--- config.mk ---
export PLATFORM = sky130hd
export DESIGN_NAME = operand_sequencer
export DESIGN_NICKNAME = d
export VERILOG_FILES = /design/src/rtl/operand_sequencer_pkg.sv /design/src/rtl/operand_sequencer_key_debounce.sv /design/src/rtl/operand_sequencer.sv
export SDC_FILE = /design/constraint.sdc
export NUM_CORES = 1
export LEC_CHECK = 0
export ABC_AREA = 1
export ABC_CLOCK_PERIOD_IN_PS = 1200
export BUFFER_PORTS_ARGS = -buffer_cell sky130_fd_sc_hd__buf_2
export CORE_MARGIN = 1.5
export CORE_UTILIZATION = 42
export CTS_CLUSTER_DIAMETER = 60
export DETAILED_ROUTE_END_ITERATION = 16
export GPL_ROUTABILITY_DRIVEN = 0
export PLACE_DENSITY = 0.62
export SETUP_SLACK_MARGIN = 0.02
export SYNTH_ARGS = -nofsm -noshare
export SYNTH_HDL_FRONTEND = slang
export SYNTH_SLANG_ARGS = --single-unit
export TNS_END_PERCENT = 100
--- constraint.sdc ---
create_clock -name clk -period 1.2 [get_ports clk]
set_input_delay 0.12 -clock clk [delete_from_list [all_inputs] [get_ports clk]]
set_output_delay 0.12 -clock clk [all_outputs]
set_load 0.03 [all_outputs]
--- src/rtl/operand_sequencer_pkg.sv ---
// Shared encodings and sizing for the operand sequencer and its key debouncer.
package operand_sequencer_pkg;

  localparam int unsigned OPERAND_W               = 3;
  localparam int unsigned DEBOUNCE_CYCLES_DEFAULT = 4;

  typedef enum logic [1:0] {
    LOAD_A = 2'b00,
    LOAD_B = 2'b01,
    SHOW   = 2'b10
  } state_e;

endpackage

--- src/rtl/operand_sequencer_key_debounce.sv ---
// Pushbutton front end: 2-flop synchronizer, stability counter and a one-cycle
// press pulse on each accepted high-to-low transition of the debounced level.
module key_debounce
  import operand_sequencer_pkg::*;
#(
  parameter int unsigned DEBOUNCE_CYCLES = DEBOUNCE_CYCLES_DEFAULT
) (
  input  logic clk,
  input  logic reset_n,
  input  logic key_n,
  output logic press
);

  localparam int unsigned       CNT_W    = $clog2(DEBOUNCE_CYCLES);
  localparam logic [CNT_W-1:0]  CNT_LAST = CNT_W'(DEBOUNCE_CYCLES - 1);

  logic             s1_q, s1_d;
  logic             s2_q, s2_d;
  logic             key_db_q, key_db_d;
  logic             key_db_prev_q, key_db_prev_d;
  logic [CNT_W-1:0] cnt_q, cnt_d;
  logic             press_q, press_d;

  // The counter only survives while the synchronized level disagrees with the
  // accepted level; any agreeing cycle restarts the stability window.
  always_comb begin
    s1_d          = key_n;
    s2_d          = s1_q;
    key_db_d      = key_db_q;
    cnt_d         = '0;
    key_db_prev_d = key_db_q;
    press_d       = key_db_prev_q & ~key_db_q;
    if (s2_q != key_db_q) begin
      if (cnt_q == CNT_LAST) begin
        key_db_d = s2_q;
      end else begin
        cnt_d = cnt_q + CNT_W'(1);
      end
    end
  end

  always_ff @(posedge clk) begin
    if (!reset_n) begin
      s1_q          <= 1'b1;
      s2_q          <= 1'b1;
      key_db_q      <= 1'b1;
      key_db_prev_q <= 1'b1;
      cnt_q         <= '0;
      press_q       <= 1'b0;
    end else begin
      s1_q          <= s1_d;
      s2_q          <= s2_d;
      key_db_q      <= key_db_d;
      key_db_prev_q <= key_db_prev_d;
      cnt_q         <= cnt_d;
      press_q       <= press_d;
    end
  end

  assign press = press_q;

endmodule

--- src/rtl/operand_sequencer.sv ---
// Captures two switch operands on successive key presses and presents them as
// a coherent pair to a downstream adder.
module operand_sequencer
  import operand_sequencer_pkg::*;
#(
  parameter int unsigned DEBOUNCE_CYCLES = DEBOUNCE_CYCLES_DEFAULT
) (
  input  logic                 clk,
  input  logic                 reset_n,
  input  logic                 key_n,
  input  logic [OPERAND_W-1:0] switch,
  output logic [OPERAND_W-1:0] a,
  output logic [OPERAND_W-1:0] b,
  output logic                 valid,
  output logic [1:0]           phase
);

  state_e               state_q, state_d;
  logic [OPERAND_W-1:0] a_q, a_d;
  logic [OPERAND_W-1:0] b_q, b_d;
  logic                 valid_q, valid_d;
  logic                 press;

  key_debounce #(
    .DEBOUNCE_CYCLES(DEBOUNCE_CYCLES)
  ) u_key_debounce (
    .clk    (clk),
    .reset_n(reset_n),
    .key_n  (key_n),
    .press  (press)
  );

  // State and operand registers.
  always_ff @(posedge clk) begin
    if (!reset_n) begin
      state_q <= LOAD_A;
      a_q     <= '0;
      b_q     <= '0;
      valid_q <= 1'b0;
    end else begin
      state_q <= state_d;
      a_q     <= a_d;
      b_q     <= b_d;
      valid_q <= valid_d;
    end
  end

  // Next state; SHOW loops straight back to LOAD_B, the unused code recovers.
  always_comb begin
    state_d = state_q;
    case (state_q)
      LOAD_A:  if (press) state_d = LOAD_B;
      LOAD_B:  if (press) state_d = SHOW;
      SHOW:    if (press) state_d = LOAD_B;
      default: state_d = LOAD_A;
    endcase
  end

  // Operand updates happen only on a press, on the same edge as the transition.
  always_comb begin
    a_d     = a_q;
    b_d     = b_q;
    valid_d = valid_q;
    case (state_q)
      LOAD_A: begin
        valid_d = 1'b0;
        if (press) begin
          a_d = switch;
          b_d = '0;
        end
      end
      LOAD_B: begin
        if (press) begin
          b_d     = switch;
          valid_d = 1'b1;
        end
      end
      SHOW: begin
        if (press) begin
          a_d     = switch;
          b_d     = '0;
          valid_d = 1'b0;
        end
      end
      default: valid_d = 1'b0;
    endcase
  end

  assign a     = a_q;
  assign b     = b_q;
  assign valid = valid_q;
  assign phase = state_q;

endmodule

### Word level (Yosys, flattened, before mapping)

Cells that the tools add are included.

* register bits: 16
* latch bits: 0
* bits in writable memories: 0
* memory bits (read-only): 0
* bits of input ports: 6
* output and inout bits: 9
* memories: 0

* $add $sub $neg: 1
* multipliers: 0
* div/mod/pow operators: 0
* $lt $le $gt $ge: 0
* equal/unequal tests: 7
* shift operators: 0
* mux-type cells: 9
* bitwise operators: 4
* reduce and logical (&&, ||, !) cells: 9

Operators by type and width (number)
* $reduce_and 2->1: 4
* $mux 3: 2
* $ne 2x1->1 const B: 3
* $pmux 3 s2: 1
* $eq 2x2->1 const B: 2
* $mux 2: 2
* $pmux 2 s2: 1
* $not 1->1: 3
* $reduce_and 3->1: 1
* $reduce_or 3->1: 1
* $add 2x1->2 const B: 1
* $eq 2x1->1 const B: 1
* $logic_not 2->1: 1
* $mux 1: 2
* $pmux 1 s2: 1
* $reduce_bool 2->1: 1
* $reduce_or 2->1: 1
* $and 1x1->1: 1
* $ne 1x1->1: 1

### Depth between registers and ports, before layout

Gate-level depths: netlist of the first run.

* depth in word-level cells: 4
* gate-level depth with buffers: 5

### Modules after synthesis

A second synthesis of the first run with hierarchy kept.

* cell total of the unflattened synthesis: 67
* area, all modules: 584.3 um^2

Modules (own cells, without submodules)
* operand_sequencer: times used 1, cells an instance 42, area each 346.6 um^2, seq. area each 180.2 um^2
* key_debounce: times used 1, cells an instance 25, area each 237.7 um^2, seq. area each 140.1 um^2

### Worst setup path after synthesis of the first run

Ideal clock, no wire load.

* kind: reg-to-reg
* from: reg state_q[0] (netlist: phase[0])
* to: reg a_q[0] (netlist: a[0])
* data arrival time: 0.932 ns
* setup slack: 0.153 ns
* stages on the path, launching flop included: 6
* path buffers: 0
* cell sequence: dfxtp_1 > inv_2 > nand2_2 > inv_2 > nor2_1 > nor2_1

* cells in the longest elaborated chain, start to end: 3
* elaborated cells between the ends (all ways): 4

RTL lines
* start, declared: line operand_sequencer.sv:18 `state_e state_q, state_d;`
* start signal, assigned: line operand_sequencer.sv:41 `state_q <= state_d;`
* $eq 2x2->1 or $logic_not 2->1 (tied branches): line operand_sequencer.sv:64 `case (state_q)`
* $reduce_or 2->1 (no source line) (*)
* $reduce_and 2->1 (no source line) (*)
* end signal, assigned: line operand_sequencer.sv:37 `a_q <= '0;`
* end signal, assigned: line operand_sequencer.sv:42 `a_q <= a_d;`
* end, declared: line operand_sequencer.sv:19 `logic [OPERAND_W-1:0] a_q, a_d;`

Mark *: on every way between the ends. The rest lies on a longest branch, timed or not.
A chain may end at the register's enable or synchronous reset.

### Worst setup path after layout of the first run

* from: reg state_q[1] (netlist: phase[1])
* to: out phase[1]

RTL lines
* end, declared: line operand_sequencer.sv:15 `output logic [1:0] phase`

No word-level cell between the ends.

==> results.yml, run 1 <==
routing:
  via_per_inst: 4.73
  antenna_left: 0
  drc: 0
  vias: 478
  drt-wirelength-per-cell_um: 9.56
  drt_wl_total_um: 966
  drt_pre_antenna_iters: 7
  drtIter0Drc: 11
timing:
  hold_viol: 0
  period_share_pct: 90.0
  min_period_ns: 1.08
  fmax_mhz: 926
  tightest_slew_ns: 0.274
  slew_viol_final: 0
  fin_skew_ns: 0.000860
  grt_setup_unrepaired: "no"
  setup_violations: 0
  finalSetupTns_ns: 0
  slew_headroom_pct: 81.7
finish:
  num-nets-final: 94
  antenna_cells: 0
  multi_input_area_um2: 213
  n_fill_cell: 120
  areaGrowthSynthToFinish_pct: 22.2
  regArea_um2: 320
  drive_gt1_share_pct: 31.4
  final_area_um2: 702
clock_network:
  root_buffer: "clkbuf_4"
  cts_tree: "done"
  clkSlewWorstSetupHoldPaths_ns: 0.09
  cts_buffer_depth: 2
  post_cts_buffers: 0
  cts_made_buffers: 3
  ctsHoldBuffers: 0
  clock-sinks: 16
  clock_latency_ns: 0.29
  h-tree-depth: 1
  cts_resized: 0
run_status:
  status: "complete, no violations"
critical_path:
  worstSetupPathType: "flip-flop to primary output"
  path_cells: "buf_2"
  reg2reg_from: "u_key_debounce.press"
  cp.required_ns: 1.08
  cp_top_family: "flip-flops"
  startpoint_type: "flip-flop"
  rr_worst_depth: 3
  slowest_delay_ns: 0.44
  crit_path_start: "phase[1]"
  r2r_slack_ns: 0.26
  r2r-end: "a[2]"
  cp.buffers_inverters: 1
  cp_slowest_cell: "dfxtp_1"
  cp_max_fo: 5
  arrival_ns: 0.96
  end_kind: "primary output"
floorplanning:
  die_h_um: 40.0
  dieArea_um2: 1600
  coreArea_um2: 1280
  die_w_um: 40.0
  ios: 15
  initial_core_util_pct: 44.7
  rows: 13
synth:
  syn-instance-count: 68
  synth-simple-area-share_pct: 22.9
  synth_compound_area_share_pct: 12.0
  yosysWarnings: 0
  netlist_area_um2: 574
  synth_seq_cells: 16
  ys_types: 15
  synth_top_family_by_area: "simple AND/OR/NAND/NOR gates"
  seq_area_frac_synth_pct: 55.8
  syn_area_per_cell_um2: 8.45
  synth_mux_area_share_pct: 0
  synth-xor-area-share_pct: 0
  synth_nets: 75
  synth_adder_area_share_pct: 2.18
global_route:
  grt_start_max_net_pins: 10
  grt_use_total_pct: 16.1
  grt_pass1_vias: 390
  antenna_found_initial: 0
  grt_pass1_wl_mm: 1.62
  grt-ovfl-total: 0
min_path:
  min-delay-start: "reset_n"
  worstHoldPathType: "input pin to flip-flop"
  holdPathEnd: "u_key_debounce.key_db_prev_q"
  whs_path_depth: 2
placed_design:
  dpl-instance-area_um2: 656
  port_buffers: 14
  dp_hpwl_um: 731
pwr:
  peakVddDrop_v: 0.000818
  fin_total_pwr_uw: 919
  p_leak_nw: 0.314
  powerDensity_nw_per_um2: 1310
flow_run:
  cap_viol_max_count: 0
[where the power goes]
group	switching (mW)	internal (mW)	total [mW]	leakage [nW]
registers	0.00213	0.535	0.537	0.129
logic	0.0144	0.0132	0.0275	0.163
clock network	0.169	0.185	0.354	0.0210
total	0.186	0.733	0.919	0.314
[cell usage after synthesis, drive strengths merged]
library cell  instances  area [µm²]
dfxtp                16         320
nor2                 12        52.6
nand2                10        42.5
inv                   9        33.8
a21oi                 8        43.8
o21ai                 5        25.0
nand4                 3        18.8
or2                   2        12.5
buf                   1        7.51
ha                    1        12.5
nand3                 1        5.00
[cell families after synthesis]
family,Yosys count
DFF,16
buffers and inverters,10
adders and majority gates,1
AOI/OAI and AO/OA,13
and+or+nand+nor,28
[layout make-up]
cell class / instances / area share [%]
clock buffers: 4 / 5.17
inverters: 9 / 4.81
multi-input cells: 42 / 30.3
flip-flops and latches: 16 / 45.6
well taps: 15 / 2.67
repair buffers: 15 / 11.4
[state kept, by name, indices dropped and copies added (netlist names)]
signal	count
u_key_debounce.s1_q	1
u_key_debounce.press	1
u_key_debounce.key_db_prev_q	1
phase	2
b	3
u_key_debounce.s2_q	1
valid	1
u_key_debounce.key_db_prev_d	1
a	3
u_key_debounce.cnt_q	2
[metrics by stage]
step / hold WS (ns) / std cells / setup slack [ns] / utilization, %
after CTS: 0.00449 / 100 / 0.106 / 53.8
after floorplan: 0.209 / 68 / 0.153 / -
after global routing: 0.0926 / 101 / 0.0689 / 54.6
after global placement: 0.306 / 96 / 0.260 / 51.0
final: 0.0731 / 101 / 0.121 / 54.6
after detailed placement: 0.308 / 96 / 0.278 / 51.0
[metal layers]
layer / vias up / global-route usage (%) / part of all wire [%]
met5: - / 0 / 0
met4: 0 / 12.9 / 3.5
met3: 4 / 5.00 / 4.6
met2: 12 / 20.6 / 41
met1: 206 / 21.9 / 51
li1: 256 / - / -
[layout by cell type (no fill, tap or decap)]
cell type      synthesis  routed
or2_2                  2       2
nor2_4                 1       1
inv_1                  6       6
dlygate4sd3_1          0       1
clkbuf_4               0       3
nand2_2                2       2
a21oi_2                1       1
o21ai_0                5       5
nand4_1                3       3
dfxtp_1               16      16
clkbuf_8               0       1
buf_2                  0      14
inv_2                  3       3
nor2_1                11      11
nand2_1                8       8
ha_1                   1       1
nand3_1                1       1
a21oi_1                7       7
[how the worst max path moves through the flow]
stage	to	slack, ns	depth (start not counted)
2_1_floorplan	a[0]	0.15	5
3_3_place_gp	a[0]	0.26	3
3_5_place_dp	a[2]	0.28	3
4_1_cts	phase[1]	0.11	1
5_1_grt	phase[1]	0.07	1
6_report	phase[1]	0.12	1
No activity file was read; power rests on OpenSTA's default activity.
==> run 2: changes to the inputs <==
--- a/config.mk
+++ b/config.mk
@@ -6,13 +6,14 @@
 export NUM_CORES = 1
 export LEC_CHECK = 0
 export ABC_AREA = 1
-export ABC_CLOCK_PERIOD_IN_PS = 1200
+export ABC_CLOCK_PERIOD_IN_PS = 1140
 export BUFFER_PORTS_ARGS = -buffer_cell sky130_fd_sc_hd__buf_2
 export CORE_MARGIN = 1.5
 export CORE_UTILIZATION = 42
 export CTS_CLUSTER_DIAMETER = 60
 export DETAILED_ROUTE_END_ITERATION = 16
 export GPL_ROUTABILITY_DRIVEN = 0
+export MAX_ROUTING_LAYER = met4
 export PLACE_DENSITY = 0.62
 export SETUP_SLACK_MARGIN = 0.02
 export SYNTH_ARGS = -nofsm -noshare
==> constraint.sdc (replaced) <==
create_clock -name clk -period 1.14 [get_ports clk]
set_input_delay 0.114 -clock clk [delete_from_list [all_inputs] [get_ports clk]]
set_output_delay 0.114 -clock clk [all_outputs]
set_load 0.03 [all_outputs]
==> run 2 against run 1 <==
Against the previous run:
- sequential power up 5.2%
- combinational power up 4%
- utilization up 0.097 points
- non-clock buffer count unchanged
- critical endpoint is now phase[0]
- clock power up 4%
==> results.yml, run 2 (synthesized netlist as in run 1, its figures left out) <==
run_status:
  status: "complete, no violations"
finish:
  areaGrowthSynthToFinish_pct: 22.4
  final_cell_mix: "dfxtp_1, buf_2, nor2_1, nand2_1, a21oi_1"
  num-nets-final: 94
  drive_gt1_share_pct: 32.6
  antenna_cells: 0
  mostFrequentLayoutCell: "dfxtp_1"
timing:
  slew_headroom_pct: 79.5
  fin_skew_ns: 0.00438
  slew_viol_final: 0
  setup_violations: 0
  period_share_pct: 94.2
  fmax_mhz: 931
  grt_setup_unrepaired: "no"
  tightest_slew_ns: 0.308
  min_period_ns: 1.07
  hold_viol: 0
  finalSetupTns_ns: 0
  hold_slack_ns: 0.0734
clock_network:
  cts_tree: "done"
  post_cts_buffers: 0
  cts_buffer_depth: 2
  clock-sinks: 16
  clock_latency_ns: 0.28
  h-tree-depth: 1
  root_buffer: "clkbuf_4"
  clkSlewWorstSetupHoldPaths_ns: 0.09
  cts_made_buffers: 3
placed_design:
  dp_hpwl_um: 722
  port_buffers: 14
global_route:
  grt-ovfl-total: 0
  grt_pass1_vias: 389
  grt_pass1_wl_mm: 1.57
  antenna_found_initial: 0
  grt_use_total_pct: 15.7
  grt_start_max_net_pins: 10
routing:
  vias: 470
  drt_wl_total_um: 987
  antenna_left: 0
  via_per_inst: 4.65
  drt-wirelength-per-cell_um: 9.77
  drt_pre_antenna_iters: 4
  drt-met1-wl_um: 502
  top_layer: "met4"
  drtIter0Drc: 7
  wl_met2_um: 408
  drc: 0
  route.met3.wl_um: 46
pwr:
  swShare_pct: 19.9
  p_leak_nw: 0.314
  p_comb_share_pct: 3.0
  sequentialPowerShare_pct: 58.7
  internal_power_uw: 771
  pwr-share-clk_pct: 38.4
  powerDensity_nw_per_um2: 1370
  net-switching-power_uw: 192
  peakVddDrop_v: 0.000819
floorplanning:
  dieArea_um2: 1600
  die_w_um: 40.0
  rows: 13
  ios: 15
  die_h_um: 40.0
  coreArea_um2: 1280
  initial_core_util_pct: 44.7
critical_path:
  arrival_ns: 0.96
  cp.buffers_inverters: 1
  startpoint_type: "flip-flop"
  cp.required_ns: 1.03
  end_kind: "primary output"
  path_cells: "buf_2"
  cp_top_family: "flip-flops"
  cp_max_fo: 6
  cp_slowest_cell: "dfxtp_1"
  worstSetupPathType: "flip-flop to primary output"
  slowest_delay_ns: 0.44
flow_run:
  cap_viol_max_count: 0
min_path:
  worstHoldPathType: "input pin to flip-flop"
==> run 2: metrics by stage <==
stage | power [mW] | cells | util (%) | instance area [µm²] | setup WS (ns)
2_1_floorplan | 0.590 | 68 | - | 574 | 0.0925
6_report | 0.963 | 101 | 54.7 | 703 | 0.0658
4_1_cts | 0.970 | 100 | 53.8 | 692 | 0.0643
5_1_grt | 1.00 | 101 | 54.7 | 703 | 0.0314
3_5_place_dp | 0.604 | 96 | 51.0 | 656 | 0.203
3_3_place_gp | 0.604 | 96 | 51.0 | 656 | 0.199
==> run 2: per-layer routing <==
| layer | vias up | GRT usage, % |
|---|---|---|
| li1 | 255 | - |
| met1 | 196 | 20.6 |
| met2 | 14 | 20.2 |
| met3 | 5 | 5.00 |
| met4 | 0 | 10.3 |
| met5 | - | - |
==> run 2: area by class of cell <==
class | instances | area, µm²
Fill cell | 119 | 582
Sequential cell | 16 | 322
Multi-Input combinational cell | 42 | 213
Timing Repair Buffer | 15 | 80.1
Clock buffer | 4 | 36.3
Inverter | 9 | 33.8
Tap cell | 15 | 18.8
==> run 2: final timing paths <==
check | slack (ns) | end | cells after the start | start
max | 0.07 | phase[0] | 1 | phase[0]
max reg2reg | 0.17 | a[0] | 3 | u_key_debounce.press
min | 0.07 | u_key_debounce.key_db_prev_q | 2 | reset_n
min reg2reg | 0.41 | u_key_debounce.press | 2 | u_key_debounce.key_db_prev_q
==> run 2: power groups by stage <==
stage	clock, mW	sequential (mW)	combinational [mW]
after floorplan	0	0.578	0.0118
after global placement	0	0.578	0.0263
after detailed placement	0	0.578	0.0262
after CTS	0.378	0.565	0.0264
after global routing	0.405	0.566	0.0320
final	0.369	0.565	0.0286
==> run 2: what timing repair did <==
item                                   4_1_cts  5_1_grt
hold buffers                                 0        1
endpoints found under the hold margin        0        1
setup endpoints to repair                    0        1
resized for setup                            0        1
